### src/rtl/uart_pkg.sv
// ============================================================================
//  Module   : uart_pkg
//  Brief    : Shared types and divisor helpers for the UART transmit path.
//  Revision : 1.0
// ============================================================================
`default_nettype none

package uart_pkg;

    typedef enum logic [2:0] {
        IDLE   = 3'd0,
        START  = 3'd1,
        DATA   = 3'd2,
        PARITY = 3'd3,
        STOP   = 3'd4
    } uart_tx_state_t;

    // Rounded clocks-per-bit, e.g. 50 MHz / 115200 -> 434.
    function automatic int calc_div(input int clk_hz, input int baud);
        return (clk_hz + baud / 2) / baud;
    endfunction

    localparam int DEFAULT_DIV = calc_div(50_000_000, 115200);
    localparam int BAUD_CNT_W  = $clog2(DEFAULT_DIV);

endpackage

`default_nettype wire

### src/rtl/uart_tx_ctrl_if.sv
// ============================================================================
//  Module   : uart_tx_ctrl_if
//  Brief    : Valid/ready byte stream feeding the UART transmitter.
//  Revision : 1.0
// ============================================================================
`default_nettype none

interface uart_tx_ctrl_if #(
    parameter int DATA_BITS = 8
);
    logic [DATA_BITS-1:0] tx_data;
    logic                 tx_valid;
    logic                 tx_ready;

    modport master (output tx_data, output tx_valid, input tx_ready);
    modport slave  (input tx_data, input tx_valid, output tx_ready);
endinterface

`default_nettype wire

### src/rtl/uart_tx_fifo.sv
// ============================================================================
//  Module   : uart_tx_fifo
//  Brief    : Small synchronous first-word-fall-through FIFO for TX bytes.
//  Revision : 1.0
// ============================================================================
`default_nettype none

module uart_tx_fifo #(
    parameter int WIDTH = 8,
    parameter int DEPTH = 4
) (
    input  wire logic                       clk_50MHz,
    input  wire logic                       arst,
    input  wire logic                       push,
    input  wire logic                       pop,
    input  wire logic [WIDTH-1:0]           wdata,
    output logic      [WIDTH-1:0]           rdata,
    output logic                            full,
    output logic                            empty,
    output logic      [$clog2(DEPTH):0]     level
);
    import uart_pkg::*;

    localparam int             AW       = $clog2(DEPTH);
    localparam logic [AW:0]    FULL_LVL = DEPTH[AW:0];

    logic [WIDTH-1:0] r_mem [DEPTH];
    logic [AW-1:0]    r_wr_ptr;
    logic [AW-1:0]    r_rd_ptr;
    logic [AW:0]      r_count;
    logic             w_push;
    logic             w_pop;

    assign w_push = push && !full;
    assign w_pop  = pop && !empty;

    // Storage is left unreset; only pointers define valid contents.
    always_ff @(posedge clk_50MHz) begin
        if (w_push) begin
            r_mem[r_wr_ptr] <= wdata;
        end
    end

    always_ff @(posedge clk_50MHz or posedge arst) begin
        if (arst) begin
            r_wr_ptr <= '0;
            r_rd_ptr <= '0;
            r_count  <= '0;
        end else begin
            if (w_push) begin
                r_wr_ptr <= r_wr_ptr + 1'b1;
            end
            if (w_pop) begin
                r_rd_ptr <= r_rd_ptr + 1'b1;
            end
            case ({w_push, w_pop})
                2'b10:   r_count <= r_count + 1'b1;
                2'b01:   r_count <= r_count - 1'b1;
                default: r_count <= r_count;
            endcase
        end
    end

    assign rdata = r_mem[r_rd_ptr];
    assign full  = (r_count == FULL_LVL);
    assign empty = (r_count == '0);
    assign level = r_count;

endmodule

`default_nettype wire

### src/rtl/uart_tx_ctrl.sv
// ============================================================================
//  Module   : uart_tx_ctrl
//  Brief    : UART transmitter: TX FIFO, baud counter and framing FSM.
//  Revision : 1.0
// ============================================================================
`default_nettype none

module uart_tx_ctrl
    import uart_pkg::*;
#(
    parameter int CLK_HZ     = 50_000_000,
    parameter int BAUD       = 115200,
    parameter int DATA_BITS  = 8,
    parameter int PARITY_EN  = 0,
    parameter int PARITY_ODD = 0,
    parameter int STOP_BITS  = 1,
    parameter int FIFO_DEPTH = 4
) (
    input  wire logic                          clk_50MHz,
    input  wire logic                          arst,
    uart_tx_ctrl_if.slave                      tx,
    output logic                               uart_txd,
    output logic                               busy,
    output logic [$clog2(FIFO_DEPTH):0]        fifo_level
);
    localparam int DIV    = calc_div(CLK_HZ, BAUD);
    localparam int DIV_M1 = DIV - 1;
    localparam int CNT_W  = (DIV > 1) ? $clog2(DIV) : 1;
    localparam int IDX_W  = 3;
    localparam int DATA_M1 = DATA_BITS - 1;
    localparam int STOP_M1 = STOP_BITS - 1;

    localparam logic [CNT_W-1:0] CNT_LAST  = DIV_M1[CNT_W-1:0];
    localparam logic [IDX_W-1:0] DATA_LAST = DATA_M1[IDX_W-1:0];
    localparam logic [IDX_W-1:0] STOP_LAST = STOP_M1[IDX_W-1:0];

    uart_tx_state_t        r_state;
    logic [CNT_W-1:0]      r_cnt;
    logic [IDX_W-1:0]      r_idx;
    logic [DATA_BITS-1:0]  r_shift;
    logic                  r_parity;
    logic                  r_txd;
    logic                  r_busy;

    logic [DATA_BITS-1:0]  w_head;
    logic                  w_full;
    logic                  w_empty;
    logic                  w_push;
    logic                  w_pop;
    logic                  w_bit_end;
    logic                  w_frame_end;

    assign tx.tx_ready = !w_full;
    assign w_push      = tx.tx_valid && !w_full;

    uart_tx_fifo #(
        .WIDTH (DATA_BITS),
        .DEPTH (FIFO_DEPTH)
    ) u_fifo (
        .clk_50MHz (clk_50MHz),
        .arst      (arst),
        .push      (w_push),
        .pop       (w_pop),
        .wdata     (tx.tx_data),
        .rdata     (w_head),
        .full      (w_full),
        .empty     (w_empty),
        .level     (fifo_level)
    );

    assign w_bit_end   = (r_cnt == CNT_LAST);
    assign w_frame_end = (r_state == STOP) && w_bit_end && (r_idx == STOP_LAST);
    // Popping on the last stop cycle chains frames with no idle gap.
    assign w_pop       = !w_empty && ((r_state == IDLE) || w_frame_end);

    always_ff @(posedge clk_50MHz or posedge arst) begin
        if (arst) begin
            r_state  <= IDLE;
            r_cnt    <= '0;
            r_idx    <= '0;
            r_shift  <= '0;
            r_parity <= 1'b0;
            r_txd    <= 1'b1;
            r_busy   <= 1'b0;
        end else if (w_pop) begin
            r_state  <= START;
            r_cnt    <= '0;
            r_idx    <= '0;
            r_shift  <= w_head;
            r_parity <= (PARITY_ODD != 0) ? ~^w_head : ^w_head;
            r_txd    <= 1'b0;
            r_busy   <= 1'b1;
        end else begin
            case (r_state)
                IDLE: begin
                    r_cnt  <= '0;
                    r_txd  <= 1'b1;
                    r_busy <= 1'b0;
                end
                START: begin
                    if (w_bit_end) begin
                        r_state <= DATA;
                        r_cnt   <= '0;
                        r_idx   <= '0;
                        r_txd   <= r_shift[0];
                    end else begin
                        r_cnt <= r_cnt + 1'b1;
                    end
                end
                DATA: begin
                    if (w_bit_end) begin
                        r_cnt <= '0;
                        if (r_idx == DATA_LAST) begin
                            r_idx <= '0;
                            if (PARITY_EN != 0) begin
                                r_state <= PARITY;
                                r_txd   <= r_parity;
                            end else begin
                                r_state <= STOP;
                                r_txd   <= 1'b1;
                            end
                        end else begin
                            r_idx   <= r_idx + 1'b1;
                            r_shift <= r_shift >> 1;
                            r_txd   <= r_shift[1];
                        end
                    end else begin
                        r_cnt <= r_cnt + 1'b1;
                    end
                end
                PARITY: begin
                    if (w_bit_end) begin
                        r_state <= STOP;
                        r_cnt   <= '0;
                        r_idx   <= '0;
                        r_txd   <= 1'b1;
                    end else begin
                        r_cnt <= r_cnt + 1'b1;
                    end
                end
                STOP: begin
                    if (w_bit_end) begin
                        r_cnt <= '0;
                        if (r_idx == STOP_LAST) begin
                            r_state <= IDLE;
                            r_idx   <= '0;
                            r_busy  <= 1'b0;
                        end else begin
                            r_idx <= r_idx + 1'b1;
                        end
                    end else begin
                        r_cnt <= r_cnt + 1'b1;
                    end
                end
                default: begin
                    r_state <= IDLE;
                    r_cnt   <= '0;
                    r_txd   <= 1'b1;
                    r_busy  <= 1'b0;
                end
            endcase
        end
    end

    assign uart_txd = r_txd;
    assign busy     = r_busy;

endmodule

`default_nettype wire

### src/flat_wrapper.sv
// flat-port wrapper written by rule: the top's interface ports become plain ports
module uart_tx_ctrl_flat import uart_pkg::*;
#(
    parameter int CLK_HZ     = 50_000_000,
    parameter int BAUD       = 115200,
    parameter int DATA_BITS  = 8,
    parameter int PARITY_EN  = 0,
    parameter int PARITY_ODD = 0,
    parameter int STOP_BITS  = 1,
    parameter int FIFO_DEPTH = 4
)
  (clk_50MHz, arst, uart_txd, busy, fifo_level, tx_tx_data, tx_tx_valid, tx_tx_ready);
  uart_tx_ctrl_if #(.DATA_BITS(DATA_BITS)) tx_i ();
  input  wire logic clk_50MHz;
  input  wire logic arst;
  output logic uart_txd;
  output logic busy;
  output logic [$clog2(FIFO_DEPTH):0] fifo_level;
  input wire logic [$bits(tx_i.tx_data)-1:0] tx_tx_data;
  input wire logic [$bits(tx_i.tx_valid)-1:0] tx_tx_valid;
  output wire logic [$bits(tx_i.tx_ready)-1:0] tx_tx_ready;
  assign tx_i.tx_data = tx_tx_data;
  assign tx_i.tx_valid = tx_tx_valid;
  assign tx_tx_ready = tx_i.tx_ready;
  uart_tx_ctrl #(.CLK_HZ(CLK_HZ), .BAUD(BAUD), .DATA_BITS(DATA_BITS), .PARITY_EN(PARITY_EN), .PARITY_ODD(PARITY_ODD), .STOP_BITS(STOP_BITS), .FIFO_DEPTH(FIFO_DEPTH)) u_core (.clk_50MHz(clk_50MHz), .arst(arst), .tx(tx_i), .uart_txd(uart_txd), .busy(busy), .fifo_level(fifo_level));
endmodule
### config.mk
export PLATFORM = sky130hd
export DESIGN_NAME = uart_tx_ctrl_flat
export DESIGN_NICKNAME = d
export VERILOG_FILES = /design/src/rtl/uart_pkg.sv /design/src/rtl/uart_tx_ctrl_if.sv /design/src/rtl/uart_tx_fifo.sv /design/src/rtl/uart_tx_ctrl.sv /design/src/flat_wrapper.sv
export SDC_FILE = /design/constraint.sdc
export NUM_CORES = 1
export LEC_CHECK = 0
export ABC_AREA = 1
export BUFFER_PORTS_ARGS = -buffer_cell sky130_fd_sc_hd__buf_2
export CORE_UTILIZATION = 42
export DETAILED_ROUTE_END_ITERATION = 7
export GPL_ROUTABILITY_DRIVEN = 0
export GPL_TIMING_DRIVEN = 0
export PLACE_DENSITY = 0.64
export SYNTH_ARGS = -nofsm -noshare
export SYNTH_HDL_FRONTEND = slang
export SYNTH_SLANG_ARGS = --single-unit
### constraint.sdc
create_clock -name clk_50MHz -period 5.1 [get_ports clk_50MHz]
set_input_delay 1.02 -clock clk_50MHz [delete_from_list [all_inputs] [get_ports clk_50MHz]]
set_output_delay 1.02 -clock clk_50MHz [all_outputs]
set_load 0.05 [all_outputs]
Word-level counts from Yosys, hierarchy flattened:

Memory sizes are Yosys's and may differ from the RTL's.
Cells that the tools add are included.

* $add $sub $neg: 6
* eq/ne operators: 20
* muxes and demuxes: 35
* reductions and logical operators: 24

Operator list (number)
* two-way mux 3 bit: 13
* two-way mux 8 bit: 4
* two-way mux 9 bit: 3
* != test 3 x 2 -> 1 bit, second input constant: 5
* case mux 3 bit (5 select lines): 1
* two-way mux 1 bit: 10
* adder 9 x 1 -> 9 bit, second input constant: 1
* equality test 3 bit, second input constant: 3
* equality test 9 bit, second input constant: 1
* logical NOT 3 bit: 3
* case mux 3 bit (3 select lines): 1
* AND reduction 4 bit: 2
* AND reduction 7 bit: 1
* adder 3 x 1 -> 3 bit, second input constant: 2
* equality test 3 x 2 -> 1 bit, second input constant: 2
* logical AND 1 bit: 6
* != test 2 bit, second input constant: 3
* case mux 3 bit (2 select lines): 1
* AND reduction 3 bit: 2
* nonzero test 2 bit: 3
* adder 2 x 1 -> 2 bit, second input constant: 2
* case mux 1 bit (4 select lines): 1
* nonzero test 4 bit: 1
* OR reduction 4 bit: 1
* 12 further kinds: 13

* flip-flop bits (word level): 32
* memory bits (writable): 32
* input port bits: 11
* output and inout bits: 6
* word-level logic and storage cells: 95
* memories kept: 1

Memories
* u_core.u_fifo.r_mem: depth 4, bits a word 8, read ports 1, clocked after Yosys merged registers in 0, write ports 1, RTL line uart_tx_fifo.sv:27 `logic [WIDTH-1:0] r_mem [DEPTH];`

Logic depth before layout (Yosys ltp):

* depth in word-level cells: 8
* depth in mapped cells: 14
* gate-level depth less buffers: 13

Modules after synthesis:

A second synthesis with hierarchy kept.

* cell total of the unflattened synthesis: 326
* area total of the unflattened synthesis: 3209.3 um^2

Modules (own cells, without submodules)
* uart_tx_fifo: times used 1, cells each 155, area each 1755.4 um^2, sequential area each 1136.1 um^2
* uart_tx_ctrl: times used 1, cells each 171, area each 1453.9 um^2, sequential area each 626.9 um^2

Least setup slack after synthesis:

No wires, ideal clock.

* path type: register to register
* start point: reg u_core.u_fifo.r_count[1], in the netlist u_core.u_fifo.level[1]
* end point: reg u_core.u_fifo.r_count[2], in the netlist u_core.u_fifo.level[2]
* setup time: 142 ps
* arrival time: 2413 ps
* required time: 4958 ps
* slack: 2545 ps
* stages on the path, launching flop included: 9
* path buffers: 0
* clock period less this slack: 2555 ps
* cells stage by stage: dfrtp_1 -> nor2_1 -> nand2_1 -> nand2_1 -> ha_1 -> fa_1 -> a21oi_1 -> o21ai_0 -> xnor2_1

* word-level cells in the longest chain between the ends: 6
* elaborated cells between the ends (all ways): 14
* those cells by class: 2 x add/sub; 3 x eq/ne; 1 x mux; 8 x reduce/logical

Ends and longest elaborated chain
* start, declared: RTL line uart_tx_fifo.sv:30 `logic [AW:0] r_count;`
* start signal, assigned: RTL line uart_tx_fifo.sv:57 `2'b10: r_count <= r_count + 1'b1;`
* start signal, assigned: RTL line uart_tx_fifo.sv:58 `2'b01: r_count <= r_count - 1'b1;`
* start signal, assigned: RTL line uart_tx_fifo.sv:59 `default: r_count <= r_count;`
* equality test 3 bit (*): RTL line uart_tx_fifo.sv:65 `assign full = (r_count == FULL_LVL);`
* logical NOT 1 bit (*)
* via tx_tx_ready: RTL line flat_wrapper.sv:21 `output wire logic [$bits(tx_i.tx_ready)-1:0] tx_tx_ready;`
* logical AND 1 bit: RTL line uart_tx_ctrl.sv:54 `assign w_push = tx.tx_valid && !w_full;`
* logical AND 1 bit (*): RTL line uart_tx_fifo.sv:34 `assign w_push = push && !full;`
* equality test 2 x 1 -> 1 bit / equality test 2 bit (equally long branches): RTL line uart_tx_fifo.sv:56 `case ({w_push, w_pop})`
* case mux 3 bit (2 select lines) / nonzero test 2 bit (equally long branches)

Mark *: on every way through the listed nets, which the timed path passes. The rest lies on a longest branch.
A chain may end at the register's enable or synchronous reset.

Worst setup path after layout:

* start point: reg u_core.r_idx[0]
* end point: reg u_core.u_fifo.r_count[1], in the netlist u_core.u_fifo.level[1]

* word-level cells in the longest chain between the ends: 7
* elaborated cells between the ends (all ways): 9
* those cells by class: 2 x eq/ne; 1 x mux; 6 x reduce/logical

Ends and longest elaborated chain
* start, declared: RTL line uart_tx_ctrl.sv:39 `logic [IDX_W-1:0] r_idx;`
* start signal, assigned: RTL line uart_tx_ctrl.sv:123 `r_idx <= r_idx + 1'b1;`
* start signal, assigned: RTL line uart_tx_ctrl.sv:149 `r_idx <= r_idx + 1'b1;`
* logical NOT 3 bit (*): RTL line uart_tx_ctrl.sv:72 `assign w_frame_end = (r_state == STOP) && w_bit_end && (r_idx == STOP_LAST);`
* logical AND 1 bit (*): RTL line uart_tx_ctrl.sv:72
* logical OR 1 bit (*): RTL line uart_tx_ctrl.sv:74 `assign w_pop = !w_empty && ((r_state == IDLE) || w_frame_end);`
* logical AND 1 bit (*): RTL line uart_tx_ctrl.sv:74
* logical AND 1 bit (*): RTL line uart_tx_fifo.sv:35 `assign w_pop = pop && !empty;`
* equality test 2 x 1 -> 1 bit / equality test 2 bit (equally long branches): RTL line uart_tx_fifo.sv:56
* case mux 3 bit (2 select lines) / nonzero test 2 bit (equally long branches)

Mark *: on every way between the ends. The rest lies on a longest branch, timed or not.

==> metrics <==
cell count after synthesis=303; critical path, cell by cell=inv_1 > ha_1 > nand2_1 > nor2_1 > nand3_2 > nand2_4 > nand2_4 > buf_8 > inv_4 > ha_1 > fa_1 > mux2_2; layout cells sized above 1=17.9%; CTS tree=yes; status=finished, final reports clean; Resized Gates After CTS=0; port bufs=16; Routed WL=5540 um; Hold Fails Final Rpt=0; routed length per instance=12.8 um; worst hold path depth=2; largest net degree at the start of global routing=33; Synth Area in Compound Gates=7.64%; post-synthesis cell area=3050 um^2; synthesized-area fraction occupied by adder cells=4.77%; critical hold path startpoint=u_core.busy$_DFFE_PP0P_; clk_lat worst skew=0.34 ns; hold endpoint=u_core.busy$_DFFE_PP0P_; sw frac=40.5%; Filler cells=656; min-delay worst type=reg -> reg; unrepaired setup endpoints after global routing=no; Top Ports=17; syn_nets=325; max_slew headroom=46.5%; first-pass GRT wire length=9220 um; Post-DRT Antenna Nets=0; core area=6910 um^2; Post-Synth Simple-Gate Area=21.8%; slowest CP cell=fa_1; data arrival time of the worst path=2.68 ns; Vias=2134; drt pass-1 iters=4; peak fanout along the critical path=10; synthesis-to-layout area growth=14.9%; max cap viols=0; Total GRT Usage=16.2%; Final setup viols=0; FF-to-FF path depth=12; CP peak stage delay=0.43 ns; Leakage=0.00150 uW; Core Rows=30; post-synthesis sequential area ratio=57.9%; Max Freq=407 MHz; pre-CTS WS=2.64 ns; Max Clock Skew=0.0145 ns; Clock Sink Count=64; diode count=0; Clock Pin Slew Worst Setup and Hold Paths=0.07 ns; crit end category=register; CTS buffer count=9; Initial Util=44.1%; Ys Warns=0; Critical Path RT=5.33 ns; Pwr Density=611 nW/um^2; RR Endpoint=u_core.u_fifo.level[1]$_DFFE_PP0P_; H-tree depth=3; NetSw=866 uW; initial antenna violation count=0; final setup TNS=0 ns; Synth Area in XOR/XNOR=2.59%; Iter 0 DRT Violations=67; Peak supply drop=0.255 mV; mean post-synth cell area=10.1 um^2; Final #Nets=353; Final Critical Period=2.46 ns; main combinational cell family by area after synthesis=simple AND/OR/NAND/NOR gates; DP Wirelength=3880 um; Worst Max-Slew Pin Slew=0.799 ns; grt ovf=0; Final WS setup=2.64 ns; root buffer cell=clkbuf_8; fin crit share=48.2%; drt drc=0; Yosys cell types=35; Gate power share=39.8%; Hold Buf Count CTS=0; WS Path Type=reg -> reg; Max Slew Vio Count=0; sequential share of power=37.2%; vias in the first global route=1988; Pint=1270 uW; Critical path origin=u_core.r_idx[0]$_DFFE_PP0P_; die area=7600 um^2; Reg2Reg Launch Point=u_core.r_idx[0]$_DFFE_PP0P_; register bit total from synthesis=64; Vias/cell=4.94; DIE WIDTH=87.2 um; Setup Buffers After CTS=0; worst reg-to-reg setup slack=2.64 ns; startpoint types=register; CTS max path bufs=2; Clk pwr share=22.9%; Die Y=87.2 um; mux cell area share after synthesis=0.370%
==> cells in the mapped netlist <==
library cell  instances  area (um^2)
xnor2_1               3         26.3
inv_2                 3         11.3
nand2_4               3         33.8
mux2_2                1         11.3
buf_2                 2         10.0
clkinv_1              1         3.75
buf_8                 1         15.0
a211oi_1              1         7.51
nor2_2                2         12.5
o22ai_1               8         50.1
ha_1                 10          125
nand3_1              16         80.1
edfxtp_1             32          961
nor3_1                1         5.00
nor3b_1               1         7.51
dfstp_2               1         26.3
inv_4                 1         6.26
fa_1                  1         20.0
xor2_1                6         52.6
nand2_2               5         31.3
inv_1                26         97.6
o21ai_1               1         5.00
nand3_2               3         30.0
nand2_1              61          229
o211ai_1              4         30.0
o21ai_0              21          105
a21oi_1               7         35.0
nand3b_1              1         7.51
clkbuf_1              2         7.51
nor2_4                3         33.8
dfrtp_1              31          776
nand4_2               1         12.5
nor2_1               37          139
nand4_1               5         31.3
nor3_2                1         10.0
==> state kept, by name, indices dropped and copies added (netlist names) <==
register	cells
u_core.busy	1
u_core.u_fifo.r_wr_ptr	2
u_core.r_shift	8
u_core.r_cnt	9
u_core.u_fifo.r_rd_ptr	2
u_core.u_fifo.r_mem	32
u_core.u_fifo.level	3
u_core.uart_txd	1
u_core.r_idx	3
u_core.r_state	3
==> cell type report <==
cell class                      instances  area, um^2  share of cell area [%]
Inverter                               31         119                    3.40
Timing Repair Buffer                   17         108                    3.07
Sequential cell                        64        1760                    50.4
Multi-Input combinational cell        203        1130                    32.3
Clock inverter                          7         103                    2.93
Buffer                                  5        32.5                   0.930
Clock buffer                            9         124                    3.54
Tap cell                               96         120                    3.43
==> metal layers <==
layer / global-route usage, % / part of all wire [%]
met3: 5.78 / 3.6
met4: 5.51 / 1.3
met5: 0 / 0
met1: 20.1 / 47
met2: 26.5 / 48
==> worst max-delay path by stage <==
stage | end | cells past startpoint
global route | u_core.u_fifo.level[1]$_DFFE_PP0P_ | 12
finish | u_core.u_fifo.level[1]$_DFFE_PP0P_ | 12
global placement | u_core.u_fifo.level[2]$_DFFE_PP0P_ | 7
CTS | u_core.u_fifo.level[1]$_DFFE_PP0P_ | 12
detailed placement | u_core.u_fifo.level[1]$_DFFE_PP0P_ | 12
floorplan | u_core.u_fifo.level[2]$_DFFE_PP0P_ | 8
==> power groups by stage <==
stage | sequential (uW) | clock, uW | combinational, uW
after floorplan | 858 | 0 | 603
after global placement | 802 | 0 | 834
after detailed placement | 807 | 0 | 853
after CTS | 797 | 504 | 855
after global routing | 818 | 529 | 959
final | 796 | 490 | 851
==> metrics by stage <==
stage	power, uW	cells	util [%]	hold WS, ns	cell area [um^2]
6_report	2140	432	50.7	0.471	3500
3_3_place_gp	1640	415	47.0	0.454	3250
2_1_floorplan	1460	303	-	0.442	3050
5_1_grt	2310	432	50.7	0.496	3500
3_5_place_dp	1660	415	47.0	0.460	3250
4_1_cts	2160	431	50.3	0.479	3470
==> layout by cell type (no fill, tap or decap), drive strengths merged <==
cell type  instances
nand2             69
nor2              42
edfxtp            32
dfrtp             31
inv               31
o21ai             22
buf               20
nand3             19
clkbuf            11
ha                10
o22ai              8
a21oi              7
xor2               6
nand4              6
o211ai             4
clkinv             4
xnor2              3
bufinv             2
nor3               2
nand3b             1
a211oi             1
nor3b              1
mux2               1
fa                 1
clkinvlp           1
dfstp              1
==> worst max-delay path, delay by kind of cell, from the launching register on <==
kind	cells	cell delay, ns
buffers and inverters	3	0.35
DFF	1	0.42
adders and majority gates	3	0.81
and+or+nand+nor	5	0.50
muxes	1	0.27
==> logic make-up (layout without fill, tap and decap cells) <==
logic type / count (synthesis) / in the layout
buf+inv: 36 / 69
fa+ha+maj: 11 / 11
mux: 1 / 1
simple gates: 140 / 140
flops: 64 / 64
compound gates: 42 / 42
xor+xnor: 9 / 9
(Power assumes the default switching activity.)
